**src/rtl/mips_pkg.sv**
```systemverilog
// mips_pkg: shared encodings for the MIPS pipeline hazard controller.
// Contents:
//   REG_ZERO  - architectural $zero register index (writes to it are discarded)
//   NOP_INSTR - canonical NOP encoding (sll $0,$0,0)
//   state_e   - hazard FSM state encoding
//   hazard_e  - data-hazard classification produced by hazard_detect
//   is_data_hz - helper: class requires a data stall
package mips_pkg;

  localparam logic [4:0]  REG_ZERO  = 5'd0;
  localparam logic [31:0] NOP_INSTR = 32'h0000_0000;

  typedef enum logic [1:0] {
    ST_RUN        = 2'd0,
    ST_STALL_1    = 2'd1,
    ST_FLUSH_HOLD = 2'd2
  } state_e;

  typedef enum logic [1:0] {
    HZ_NONE     = 2'd0,
    HZ_LOAD_USE = 2'd1,
    HZ_BR_ALU   = 2'd2,
    HZ_BR_LOAD  = 2'd3
  } hazard_e;

  function automatic logic is_data_hz(input logic [1:0] hz_class);
    return hz_class != HZ_NONE;
  endfunction

endpackage

```
**src/rtl/hazard_ctrl_detect.sv**
```systemverilog
// hazard_detect: combinational ID/EX register-dependency compare and hazard
// classification.
// Ports:
//   i_id_rs, i_id_rt   - source registers of the ID instruction
//   i_id_uses_rt       - ID instruction actually reads rt
//   i_id_branch        - ID instruction is a branch resolved in ID
//   i_ex_mem_read      - EX instruction is a load
//   i_ex_reg_write     - EX instruction writes a register
//   i_ex_dst           - EX destination register
//   o_match_rs/o_match_rt - EX result feeds rs / rt of the ID instruction
//   o_hz_class         - hazard_e class (none, load-use, branch-ALU, branch-load)
module hazard_detect
  import mips_pkg::*;
(
  input  logic [4:0] i_id_rs,
  input  logic [4:0] i_id_rt,
  input  logic       i_id_uses_rt,
  input  logic       i_id_branch,
  input  logic       i_ex_mem_read,
  input  logic       i_ex_reg_write,
  input  logic [4:0] i_ex_dst,
  output logic       o_match_rs,
  output logic       o_match_rt,
  output logic [1:0] o_hz_class
);

  logic    w_ex_dst_live;
  logic    w_dep;
  hazard_e w_class;

  // A destination of $zero never produces a value, so it cannot create a hazard.
  assign w_ex_dst_live = (i_ex_dst != REG_ZERO);
  assign o_match_rs    = w_ex_dst_live && (i_ex_dst == i_id_rs);
  assign o_match_rt    = w_ex_dst_live && i_id_uses_rt && (i_ex_dst == i_id_rt);
  assign w_dep         = o_match_rs || o_match_rt;

  // ALU results forward to ordinary consumers; only branches resolved in ID
  // need to wait for them.
  always_comb begin
    w_class = HZ_NONE;
    if (w_dep) begin
      if (i_ex_mem_read) begin
        w_class = i_id_branch ? HZ_BR_LOAD : HZ_LOAD_USE;
      end else if (i_id_branch && i_ex_reg_write) begin
        w_class = HZ_BR_ALU;
      end
    end
  end

  assign o_hz_class = w_class;

endmodule

```
**src/rtl/hazard_ctrl.sv**
```systemverilog
// hazard_ctrl: pipeline hazard FSM (stall / bubble / flush control) with
// optional performance counters.
// Optional feature: define HAZARD_PERF_EN to build the stall/flush counters;
// without it both counter ports are tied to zero and no counter flops exist.
// Ports:
//   clk, rst_n        - clock, synchronous active-low reset
//   id_*              - ID-stage instruction operands and branch info
//   ex_*              - EX-stage instruction destination info
//   ext_stall         - external freeze (memory not ready)
//   pc_write          - PC enable
//   ifid_write        - IF/ID register enable
//   idex_bubble       - zero ID/EX control fields
//   ifid_flush        - clear IF/ID to NOP
//   stall_cnt, flush_cnt - saturating performance counters (CNT_W bits)
module hazard_ctrl
  import mips_pkg::*;
#(
  parameter int unsigned CNT_W = 16
) (
  input  logic             clk,
  input  logic             rst_n,
  input  logic [4:0]       id_rs,
  input  logic [4:0]       id_rt,
  input  logic             id_uses_rt,
  input  logic             id_branch,
  input  logic             id_taken,
  input  logic             ex_mem_read,
  input  logic             ex_reg_write,
  input  logic [4:0]       ex_dst,
  input  logic             ext_stall,
  output logic             pc_write,
  output logic             ifid_write,
  output logic             idex_bubble,
  output logic             ifid_flush,
  output logic [CNT_W-1:0] stall_cnt,
  output logic [CNT_W-1:0] flush_cnt
);

  state_e     r_state;
  state_e     w_next;
  logic       w_match_rs;
  logic       w_match_rt;
  logic [1:0] w_hz_class;
  logic       w_stall_req;
  logic       w_data_stall;
  logic       w_flush_evt;

  hazard_detect u_detect (
    .i_id_rs        (id_rs),
    .i_id_rt        (id_rt),
    .i_id_uses_rt   (id_uses_rt),
    .i_id_branch    (id_branch),
    .i_ex_mem_read  (ex_mem_read),
    .i_ex_reg_write (ex_reg_write),
    .i_ex_dst       (ex_dst),
    .o_match_rs     (w_match_rs),
    .o_match_rt     (w_match_rt),
    .o_hz_class     (w_hz_class)
  );

  // Any classified hazard implies a register match; keeping both terms makes
  // the stall request read directly as "dependent and not forwardable".
  assign w_stall_req = (w_match_rs || w_match_rt) && is_data_hz(w_hz_class);

  // Next state and the two stall/flush events; events only exist in a live,
  // unfrozen cycle so the output and counter logic can use them directly.
  always_comb begin
    w_next       = r_state;
    w_data_stall = 1'b0;
    w_flush_evt  = 1'b0;
    if (!rst_n) begin
      w_next = ST_RUN;
    end else if (!ext_stall) begin
      case (r_state)
        ST_STALL_1: begin
          w_data_stall = 1'b1;
          w_next       = ST_RUN;
        end
        ST_RUN, ST_FLUSH_HOLD: begin
          if (w_stall_req) begin
            w_data_stall = 1'b1;
            w_next       = (w_hz_class == HZ_BR_LOAD) ? ST_STALL_1 : ST_RUN;
          end else if (id_taken && (r_state == ST_RUN)) begin
            // The slot behind a taken redirect is squashed, so it may not
            // redirect again; FLUSH_HOLD ignores id_taken.
            w_flush_evt = 1'b1;
            w_next      = ST_FLUSH_HOLD;
          end else begin
            w_next = ST_RUN;
          end
        end
        default: w_next = ST_RUN;
      endcase
    end
  end

  // ext_stall freezes everything, including the FSM, by holding r_state.
  always_ff @(posedge clk) begin
    if (!rst_n) begin
      r_state <= ST_RUN;
    end else begin
      r_state <= w_next;
    end
  end

  // Enables drop during reset, freeze and data stalls; reset also forces
  // bubble and flush so the pipeline starts from NOPs.
  assign pc_write    = rst_n && !ext_stall && !w_data_stall;
  assign ifid_write  = rst_n && !ext_stall && !w_data_stall;
  assign idex_bubble = !rst_n || w_data_stall;
  assign ifid_flush  = !rst_n || w_flush_evt;

`ifdef HAZARD_PERF_EN
  logic [CNT_W-1:0] r_stall_cnt;
  logic [CNT_W-1:0] r_flush_cnt;

  // Saturating event counters; events are already masked by reset/ext_stall.
  always_ff @(posedge clk) begin
    if (!rst_n) begin
      r_stall_cnt <= '0;
      r_flush_cnt <= '0;
    end else begin
      if (w_data_stall && (r_stall_cnt != {CNT_W{1'b1}})) begin
        r_stall_cnt <= r_stall_cnt + CNT_W'(1);
      end
      if (w_flush_evt && (r_flush_cnt != {CNT_W{1'b1}})) begin
        r_flush_cnt <= r_flush_cnt + CNT_W'(1);
      end
    end
  end

  assign stall_cnt = r_stall_cnt;
  assign flush_cnt = r_flush_cnt;
`else
  assign stall_cnt = '0;
  assign flush_cnt = '0;
`endif

endmodule

```
**config.mk**
```make
export PLATFORM = sky130hd
export DESIGN_NAME = hazard_ctrl
export DESIGN_NICKNAME = d
export VERILOG_FILES = /design/src/rtl/mips_pkg.sv /design/src/rtl/hazard_ctrl_detect.sv /design/src/rtl/hazard_ctrl.sv
export SDC_FILE = /design/constraint.sdc
export NUM_CORES = 1
export LEC_CHECK = 0
export BUFFER_PORTS_ARGS = -buffer_cell sky130_fd_sc_hd__buf_2
export CAP_MARGIN = 20
export CORE_MARGIN = 2
export CORE_UTILIZATION = 36
export DETAILED_ROUTE_END_ITERATION = 16
export PLACE_DENSITY = 0.84
export SYNTH_ARGS = -nofsm -noshare
export SYNTH_HDL_FRONTEND = slang
export SYNTH_SLANG_ARGS = --single-unit
```
**constraint.sdc**
```tcl
create_clock -name clk -period 1.87 [get_ports clk]
set_input_delay 0.0935 -clock clk [delete_from_list [all_inputs] [get_ports clk]]
set_output_delay 0.0935 -clock clk [all_outputs]
set_load 0.03 [all_outputs]
```
==> results of run 1 <==
-- cells by family (layout without fill, tap and decap cells) --
| logic type | after synthesis | count (layout) | synth area share [%] |
|---|---|---|---|
| other cells | 1 | 32 | 0.704 |
| buf+inv | 34 | 30 | 47.2 |
| simple gates | 15 | 15 | 13.1 |
| xor+xnor | 10 | 10 | 16.4 |
| flops | 2 | 2 | 7.51 |
| compound gates | 9 | 9 | 15.0 |
-- final cells by class --
class                           instances  area (um2)  area share [%]
Inverter                                1        3.75           0.655
Sequential cell                         2        40.0            6.99
Timing Repair Buffer                   26         130            22.7
Tap cell                               15        18.8            3.28
Multi-Input combinational cell         66         358            62.4
Clock buffer                            3        22.5            3.93
-- metal layers --
| layer | share of wire [%] | track usage (%) |
|---|---|---|
| met1 | 35 | 11.5 |
| met2 | 48 | 20.6 |
| met3 | 18 | 5.60 |
| met4 | 0 | 7.50 |
| met5 | 0 | 0 |
-- cell usage in the layout, fill, tap and decap left out, types with 2 or more instances in the layout --
master / count
dfxtp_1: 2
nor3_1: 3
clkbuf_4: 3
xor2_1: 9
nor2_1: 7
a21oi_1: 2
conb_1: 32
buf_2: 26
-- path summary, 6_finish.rpt --
| kind | startpoint | endpoint | slack (ns) |
|---|---|---|---|
| setup / recovery | ex_dst[0] | pc_write | 0.29 |
| setup reg to reg | r_state[0]$_SDFFE_PN0N_ | r_state[1]$_SDFFE_PN0N_ | 0.89 |
| hold reg to reg | r_state[1]$_SDFFE_PN0N_ | r_state[1]$_SDFFE_PN0N_ | 0.53 |
| hold / removal | rst_n | r_state[0]$_SDFFE_PN0N_ | 0.17 |
-- power groups by stage --
stage               clock network (mW)  logic (mW)  registers [mW]
finish                          0.0938       0.175          0.0461
global placement                     0       0.171          0.0465
CTS                              0.102       0.174          0.0460
floorplan                            0       0.184          0.0463
global route                     0.106       0.188          0.0461
detailed placement                   0       0.174          0.0465
-- per-stage QoR --
| stage | instance area (um2) | setup WS (ns) |
|---|---|---|
| 2_1_floorplan | 649 | 0.0573 |
| 3_3_place_gp | 551 | 0.349 |
| 3_5_place_dp | 551 | 0.287 |
| 4_1_cts | 573 | 0.286 |
| 5_1_grt | 573 | 0.154 |
| 6_report | 573 | 0.292 |
==> results.py, run 1 <==
metrics = {
    "logic_synthesis": {
        "synthFlopType": "dfxtp_1",
        "synthCells": 71,
        "seq_area_frac_synth_pct": 7.51,
        "ys_warn_count": 0,
        "yosys-top-cells-area": "buf_4 46%, xor2_1 15%, dfxtp_1 7.5%",
        "synth_area_um2": 533,
        "synth-seq-cells": 2,
        "synth_commonest_cells": "33 x buf_4, 9 x xor2_1, 7 x nor2_1, 3 x nor3_1",
        "yosysUniqueCellTypes": 21,
        "synth_area_per_cell_um2": 7.51,
        "synth_largest_area_cell": "buf_4",
        "synth_top_cell_area_share_pct": 46.5,
        "synthArstFlopShare_pct": 0,
        "synth-edff-count": 0,
        "synth.most_common_cell": "buf_4",
    },
    "clocking": {
        "clockRootBuffer": "clkbuf_4",
        "ctsResizeCount": 0,
        "htree_levels": 1,
        "postCtsSetupBuffers": 0,
        "cts_tree": "yes",
        "cts_sinks": 2,
        "clock_path_buffers": 2,
        "numCtsBuffers": 3,
        "cts_hold_buf": 0,
        "insertion_delay_ns": 0.22,
        "cts.clk_slew.worst_paths_ns": 0.03,
    },
    "die": {
        "die_h_um": 42.5,
        "fp.dieW_um": 42.5,
        "ios": 59,
        "initial_core_util_pct": 39.5,
        "core_area_mm2": 0.00135,
        "rows": 13,
        "dieArea_mm2": 0.00180,
    },
    "setup_path": {
        "path_max_fanout": 5,
        "worstRegToRegCells": 3,
        "critical_path.endpoint_type": "output pin",
        "startpoint_type": "primary input",
        "crit_type": "in2out",
        "cp_common_cell": "buf_2",
        "crit_family": "compound AO/OA/AOI/OAI gates",
        "path_cells": "buf_2 > xor2_1 > nor4_1 > a32oi_1 > a21oi_2 > a2111oi_2 > buf_2",
        "arrival_ns": 1.48,
        "crit_buf_inv": 2,
        "crit_slowest_cell": "a2111oi_2",
        "cp_num_cells": 7,
        "critPathMaxStageDelay_ns": 0.43,
        "crit_required_ns": 1.78,
    },
    "run": {
        "cap_violations": 0,
    },
    "detailed_routing": {
        "ant_nets": 0,
        "dr_total_vias": 460,
        "drtIter0Drc": 17,
        "avgViaCountPerCell": 4.07,
        "avgRoutedWirePerCell_um": 9.08,
        "wirelength_um": 1030,
        "drc": 0,
        "drtPass1Iterations": 3,
    },
    "status": {
        "outcome": "complete, no violations",
    },
    "placed_design": {
        "placed_cells": 110,
        "place_congestion": 0.572,
        "hpwlAfterDp_um": 892,
        "port_buffers": 26,
    },
    "finish": {
        "top_register": "r_state",
        "largest_register_ffs": 2,
        "final_cells": 113,
        "area_growth_pct": 7.51,
        "diodes": 0,
        "fillers": 151,
        "final_nets": 123,
        "drive_above_1_share_pct": 32.7,
        "utilization_pct": 42.4,
        "reg.largest.list": "r_state (2)",
    },
    "min_path": {
        "holdPathStages": 2,
        "min_path_type": "in2reg",
    },
    "power": {
        "intPower_uw": 155,
        "leakage_nw": 0.325,
        "ir_drop_v": 0.000251,
        "p_comb_share_pct": 55.6,
        "swShare_pct": 50.7,
        "power_density_mw_per_mm2": 549,
        "power.share.clock_pct": 29.8,
        "p_seq_share_pct": 14.6,
        "switchingPower_uw": 159,
        "fin_total_pwr_uw": 315,
    },
    "grt": {
        "grt_pass1_vias": 391,
        "grt_max_degree": 8,
        "grt_usage_pct": 12.0,
        "antenna_found_initial": 0,
        "grt-ovfl-total": 0,
        "grt_pass1_wl_um": 1640,
    },
    "timing": {
        "clock_skew_ns": 0.00285,
        "hold_ws_ns": 0.169,
        "fin_crit_sh_pct": 84.4,
        "setup_violations": 0,
        "max_freq_mhz": 634,
        "rsz0062_at_grt": "no",
        "finalHoldViolations": 0,
        "setup_tns_ns": 0,
        "period_minus_slack_ns": 1.58,
        "slew_violations": 0,
    },
}
Note: power is estimated with default switching activity, not from simulation.
==> inputs of run 2 (changes only) <==
CORE_UTILIZATION = 33   (was 36)
PLACE_DENSITY = 0.78   (was 0.84)
clock period = 1.6 ns   (was 1.87 ns; I/O delays follow)
==> run 2 against run 1 <==
Clock power up 17%. Cell count rose by 1.8%. Sequential share of layout area fell by 0.28 points. Combinational power rose by 19%. Critical path depth unchanged. Core utilization down 2.8 points. Worst setup slack worse by 0.18 ns. Global-route usage shrank 2.0 points. Total power grew 19%. Sequential power increased by 17%. Hold slack worse by 0.0038 ns. Largest cell class unchanged. Largest power group unchanged.
==> results.py, run 2 (synthesized netlist as in run 1, its figures left out) <==
metrics = {
    "status": {
        "outcome": "complete, no violations",
    },
    "setup_path": {
        "startpoint_type": "primary input",
        "critPathMaxStageDelay_ns": 0.27,
        "arrival_ns": 1.41,
        "path_max_fanout": 4,
        "crit_family": "compound AO/OA/AOI/OAI gates",
        "crit_type": "in2out",
        "crit_required_ns": 1.52,
        "crit_slowest_cell": "nor4_1",
        "crit_buf_inv": 2,
        "critical_path.endpoint_type": "output pin",
        "path_cells": "buf_2 > xor2_1 > nor4_1 > a32oi_1 > a21oi_2 > a221o_2 > buf_4",
    },
    "placed_design": {
        "placed_cells": 111,
        "hpwlAfterDp_um": 926,
        "port_buffers": 26,
        "place_congestion": 0.685,
    },
    "finish": {
        "layout_common_cells": "32 x conb_1, 25 x buf_2, 9 x xor2_1, 7 x nor2_1",
        "drive_above_1_share_pct": 33.3,
        "reg.largest.list": "r_state (2)",
        "final_nets": 124,
        "diodes": 0,
        "final_common_cell": "conb_1",
        "final_cells": 115,
        "utilization_pct": 39.6,
        "top_register": "r_state",
        "largest_register_ffs": 2,
        "area_growth_pct": 12.0,
    },
    "clocking": {
        "cts_tree": "yes",
        "clock_path_buffers": 2,
        "clockRootBuffer": "clkbuf_4",
        "htree_levels": 1,
        "numCtsBuffers": 3,
        "insertion_delay_ns": 0.22,
        "cts.clk_slew.worst_paths_ns": 0.03,
        "cts_sinks": 2,
    },
    "die": {
        "fp.dieW_um": 44.2,
        "rows": 14,
        "initial_core_util_pct": 35.4,
        "die_h_um": 44.2,
        "core_area_mm2": 0.00151,
        "ios": 59,
        "dieArea_mm2": 0.00195,
    },
    "power": {
        "ir_drop_v": 0.000256,
        "leakage_nw": 0.333,
        "power_density_mw_per_mm2": 626,
        "fin_total_pwr_uw": 374,
    },
    "timing": {
        "clock_skew_ns": 0.00369,
        "hold_ws_ns": 0.165,
        "fin_crit_sh_pct": 93.0,
        "finalHoldViolations": 0,
        "setup_tns_ns": 0,
        "rsz0062_at_grt": "no",
        "setup_violations": 0,
        "slew_violations": 0,
        "period_minus_slack_ns": 1.49,
        "max_freq_mhz": 672,
    },
    "detailed_routing": {
        "avgRoutedWirePerCell_um": 9.20,
        "dr_total_vias": 476,
        "drc": 0,
        "ant_nets": 0,
        "wirelength_um": 1060,
        "drtIter0Drc": 6,
        "avgViaCountPerCell": 4.14,
        "drtPass1Iterations": 2,
    },
    "grt": {
        "grt_usage_pct": 9.98,
        "grt_pass1_wl_um": 1380,
        "grt-ovfl-total": 0,
        "grt_pass1_vias": 367,
        "grt_max_degree": 8,
        "antenna_found_initial": 0,
    },
    "run": {
        "cap_violations": 0,
    },
    "min_path": {
        "min_path_type": "in2reg",
    },
}
run 2: where the power goes:
part	internal, mW	total [mW]	leakage (nW)	switching [mW]
combinational	0.0504	0.209	0.303	0.159
clock	0.0827	0.110	0.0138	0.0276
sequential	0.0520	0.0541	0.0163	0.00215
run 2: final cells by class:
| class | instances | area [um2] |
|---|---|---|
| repair buffers | 27 | 140 |
| multi-input cells | 66 | 370 |
| fillers | 176 | 910 |
| clock buffers | 3 | 22.5 |
| flip-flops and latches | 2 | 40.0 |
| inverters | 1 | 3.75 |
| well taps | 16 | 20.0 |
run 2: path summary, 6_finish.rpt:
path	endpoint	slack (ns)	startpoint	cells after the start
min	r_state[0]$_SDFFE_PN0N_	0.16	rst_n	2
max	idex_bubble	0.11	ex_dst[1]	7
max reg2reg	r_state[1]$_SDFFE_PN0N_	0.63	r_state[0]$_SDFFE_PN0N_	3
min reg2reg	r_state[1]$_SDFFE_PN0N_	0.54	r_state[1]$_SDFFE_PN0N_	2
run 2: per-stage QoR:
| stage | cell area, um2 | setup WS (ns) |
|---|---|---|
| after floorplan | 662 | 0.0762 |
| after global placement | 564 | 0.0989 |
| after detailed placement | 564 | 0.0440 |
| after CTS | 587 | 0.0361 |
| after global routing | 597 | 0.00978 |
| final | 597 | 0.113 |
run 2: what timing repair did:
item,4_1_cts,5_1_grt
gates resized for setup,0,2
endpoints found under the setup margin,0,1
hold buffers,0,0
setup buffers,0,1
run 2: per-layer routing:
layer  GRT usage (%)  routed length, um
met4            7.27                  0
met1            9.09                339
met2            17.9                550
met3            3.67                168
met5               0                  0
==> inputs of run 3 (changes only) <==
SETUP_SLACK_MARGIN = 0.4   (was default)
==> run 3 against run 2 <==
Clock power barely moved. Routed wire length up 11%. Die area unchanged. Total power up 7.7%. Combinational power rose by 15%. First-iteration DRC count is 33% higher. Core utilization is 7.1 points higher. Critical endpoint unchanged. Largest power group unchanged.
==> results.py, run 3 (synthesized netlist as in run 1, its figures left out) <==
metrics = {
    "finish": {
        "fillers": 152,
        "largest_register_ffs": 2,
        "drive_above_1_share_pct": 41.0,
        "final_cells": 116,
        "final_nets": 125,
        "layout_common_cells": "32 x conb_1, 15 x buf_2, 8 x buf_6, 7 x nor2_1",
        "fin_area_um2": 703,
        "seq_area_um2": 41.3,
        "reg.largest.list": "r_state (2)",
        "final_common_cell": "conb_1",
        "multi_input_area_um2": 413,
        "diodes": 0,
        "top_register": "r_state",
        "area_growth_pct": 31.9,
    },
    "power": {
        "p_seq_share_pct": 13.4,
        "swShare_pct": 49.0,
        "switchingPower_uw": 197,
        "power.share.clock_pct": 27.1,
        "power_density_mw_per_mm2": 572,
        "intPower_uw": 205,
        "ir_drop_v": 0.000394,
        "p_comb_share_pct": 59.6,
        "leakage_nw": 0.362,
    },
    "die": {
        "fp.dieW_um": 44.2,
        "rows": 14,
        "initial_core_util_pct": 35.4,
        "ios": 59,
        "die_h_um": 44.2,
        "dieArea_mm2": 0.00195,
        "core_area_mm2": 0.00151,
    },
    "setup_path": {
        "crit_type": "in2out",
        "path_max_fanout": 4,
        "critical_path.endpoint_type": "output pin",
        "worstSetupEndpoint": "idex_bubble",
        "critPathMaxStageDelay_ns": 0.27,
        "worstRegToRegCells": 3,
        "path_cells": "buf_6 > xor2_2 > nor4_2 > a32oi_1 > a21oi_2 > a221o_2 > buf_6",
        "cp_common_cell": "buf_6",
        "arrival_ns": 1.36,
        "startpoint_type": "primary input",
        "rrSetupSlack_ns": 0.68,
        "r2r-start": "r_state[0]$_SDFFE_PN0N_",
        "crit_start": "id_rt[3]",
        "crit_slowest_cell": "nor4_2",
        "crit_required_ns": 1.52,
        "r2r-end": "r_state[1]$_SDFFE_PN0N_",
    },
    "timing": {
        "rsz0062_at_grt": "yes",
        "clock_skew_ns": 0.000543,
        "slew_violations": 0,
        "finalHoldViolations": 0,
        "period_minus_slack_ns": 1.44,
        "setup_tns_ns": 0,
        "fin_crit_sh_pct": 90.0,
        "max_freq_mhz": 695,
        "setup_violations": 0,
    },
    "detailed_routing": {
        "drtIter0Drc": 8,
        "dr_total_vias": 472,
        "avgViaCountPerCell": 4.07,
        "ant_nets": 0,
        "drtPass1Iterations": 2,
        "avgRoutedWirePerCell_um": 10.1,
        "wirelength_um": 1170,
        "drc": 0,
    },
    "placed_design": {
        "hpwlAfterDp_um": 916,
        "placed_cells": 111,
        "port_buffers": 26,
        "place_congestion": 0.670,
        "dpl_cell_area_um2": 564,
    },
    "grt": {
        "grt_pass1_wl_um": 1590,
        "grt_pass1_vias": 407,
        "grt_max_degree": 8,
        "antenna_found_initial": 0,
        "grt-ovfl-total": 0,
        "grt_usage_pct": 11.8,
    },
    "clocking": {
        "numCtsBuffers": 3,
        "cts_sinks": 2,
        "htree_levels": 1,
        "cts_tree": "yes",
        "insertion_delay_ns": 0.22,
        "clock_path_buffers": 2,
        "clockRootBuffer": "clkbuf_4",
        "cts.clk_slew.worst_paths_ns": 0.03,
    },
    "run": {
        "cap_violations": 0,
    },
    "min_path": {
        "min_path_type": "in2reg",
    },
    "status": {
        "outcome": "complete, no violations",
    },
}
run 3: cell count changes in the layout (fill, tap and decap cells not counted), moves of 3 or more:
cell    change
buf_2      -10
buf_6       +8
xor2_1      -4
xor2_2      +4
buf_4       +3
run 3: worst min-delay path by stage:
stage                              endpoint  slack [ns]       from  cells after the start
floorplan                        ifid_write        0.20  ext_stall                      1
global placement    r_state[0]$_SDFFE_PN0N_        0.37      rst_n                      2
detailed placement  r_state[0]$_SDFFE_PN0N_        0.40      rst_n                      2
CTS                 r_state[0]$_SDFFE_PN0N_        0.17      rst_n                      2
global route        r_state[0]$_SDFFE_PN0N_        0.17      rst_n                      2
finish              r_state[0]$_SDFFE_PN0N_        0.17      rst_n                      2
run 3: per-stage QoR:
step	setup WS (ns)	power [mW]	utilization (%)	hold WS, ns
floorplan	0.148	0.272	-	0.201
global placement	0.0950	0.257	37.5	0.371
detailed placement	0.0279	0.260	37.5	0.401
CTS	0.157	0.393	43.5	0.171
global route	0.0368	0.436	46.7	0.174
finish	0.161	0.402	46.7	0.168
run 3: area by class of cell:
type	instances	share of cell area, %
multi-input combinational	66	58.7
sequential	2	5.87
tap	16	2.85
timing repair buffer	28	28.8
inverter	1	0.534
clock buffer	3	3.20
run 3: metal layers:
layer	track usage [%]	up-vias	share of wire, %
li1	-	227	-
met1	9.58	203	33
met2	23.2	38	51
met3	3.27	4	13
met4	9.09	0	2.0
met5	0	-	0
run 3: timing repair:
action                                  4_1_cts  5_1_grt
hold buffers                                  0        0
gates resized for setup                      16        7
pin swaps                                     6        6
setup buffers                                 1        1
endpoints found under the setup margin        4        6
run 3: worst max-delay path: cells and delay by family:
family	cells	cell delay, ns
simple gates	1	0.27
compound gates	3	0.62
buf+inv	2	0.22
xor+xnor	1	0.16
run 3: power by group through the flow:
stage | Sequential [mW] | Clock [mW] | Combinational [mW]
after global routing | 0.0540 | 0.127 | 0.255
after detailed placement | 0.0543 | 0 | 0.206
after global placement | 0.0546 | 0 | 0.203
after CTS | 0.0537 | 0.114 | 0.225
after floorplan | 0.0541 | 0 | 0.218
final | 0.0538 | 0.109 | 0.240
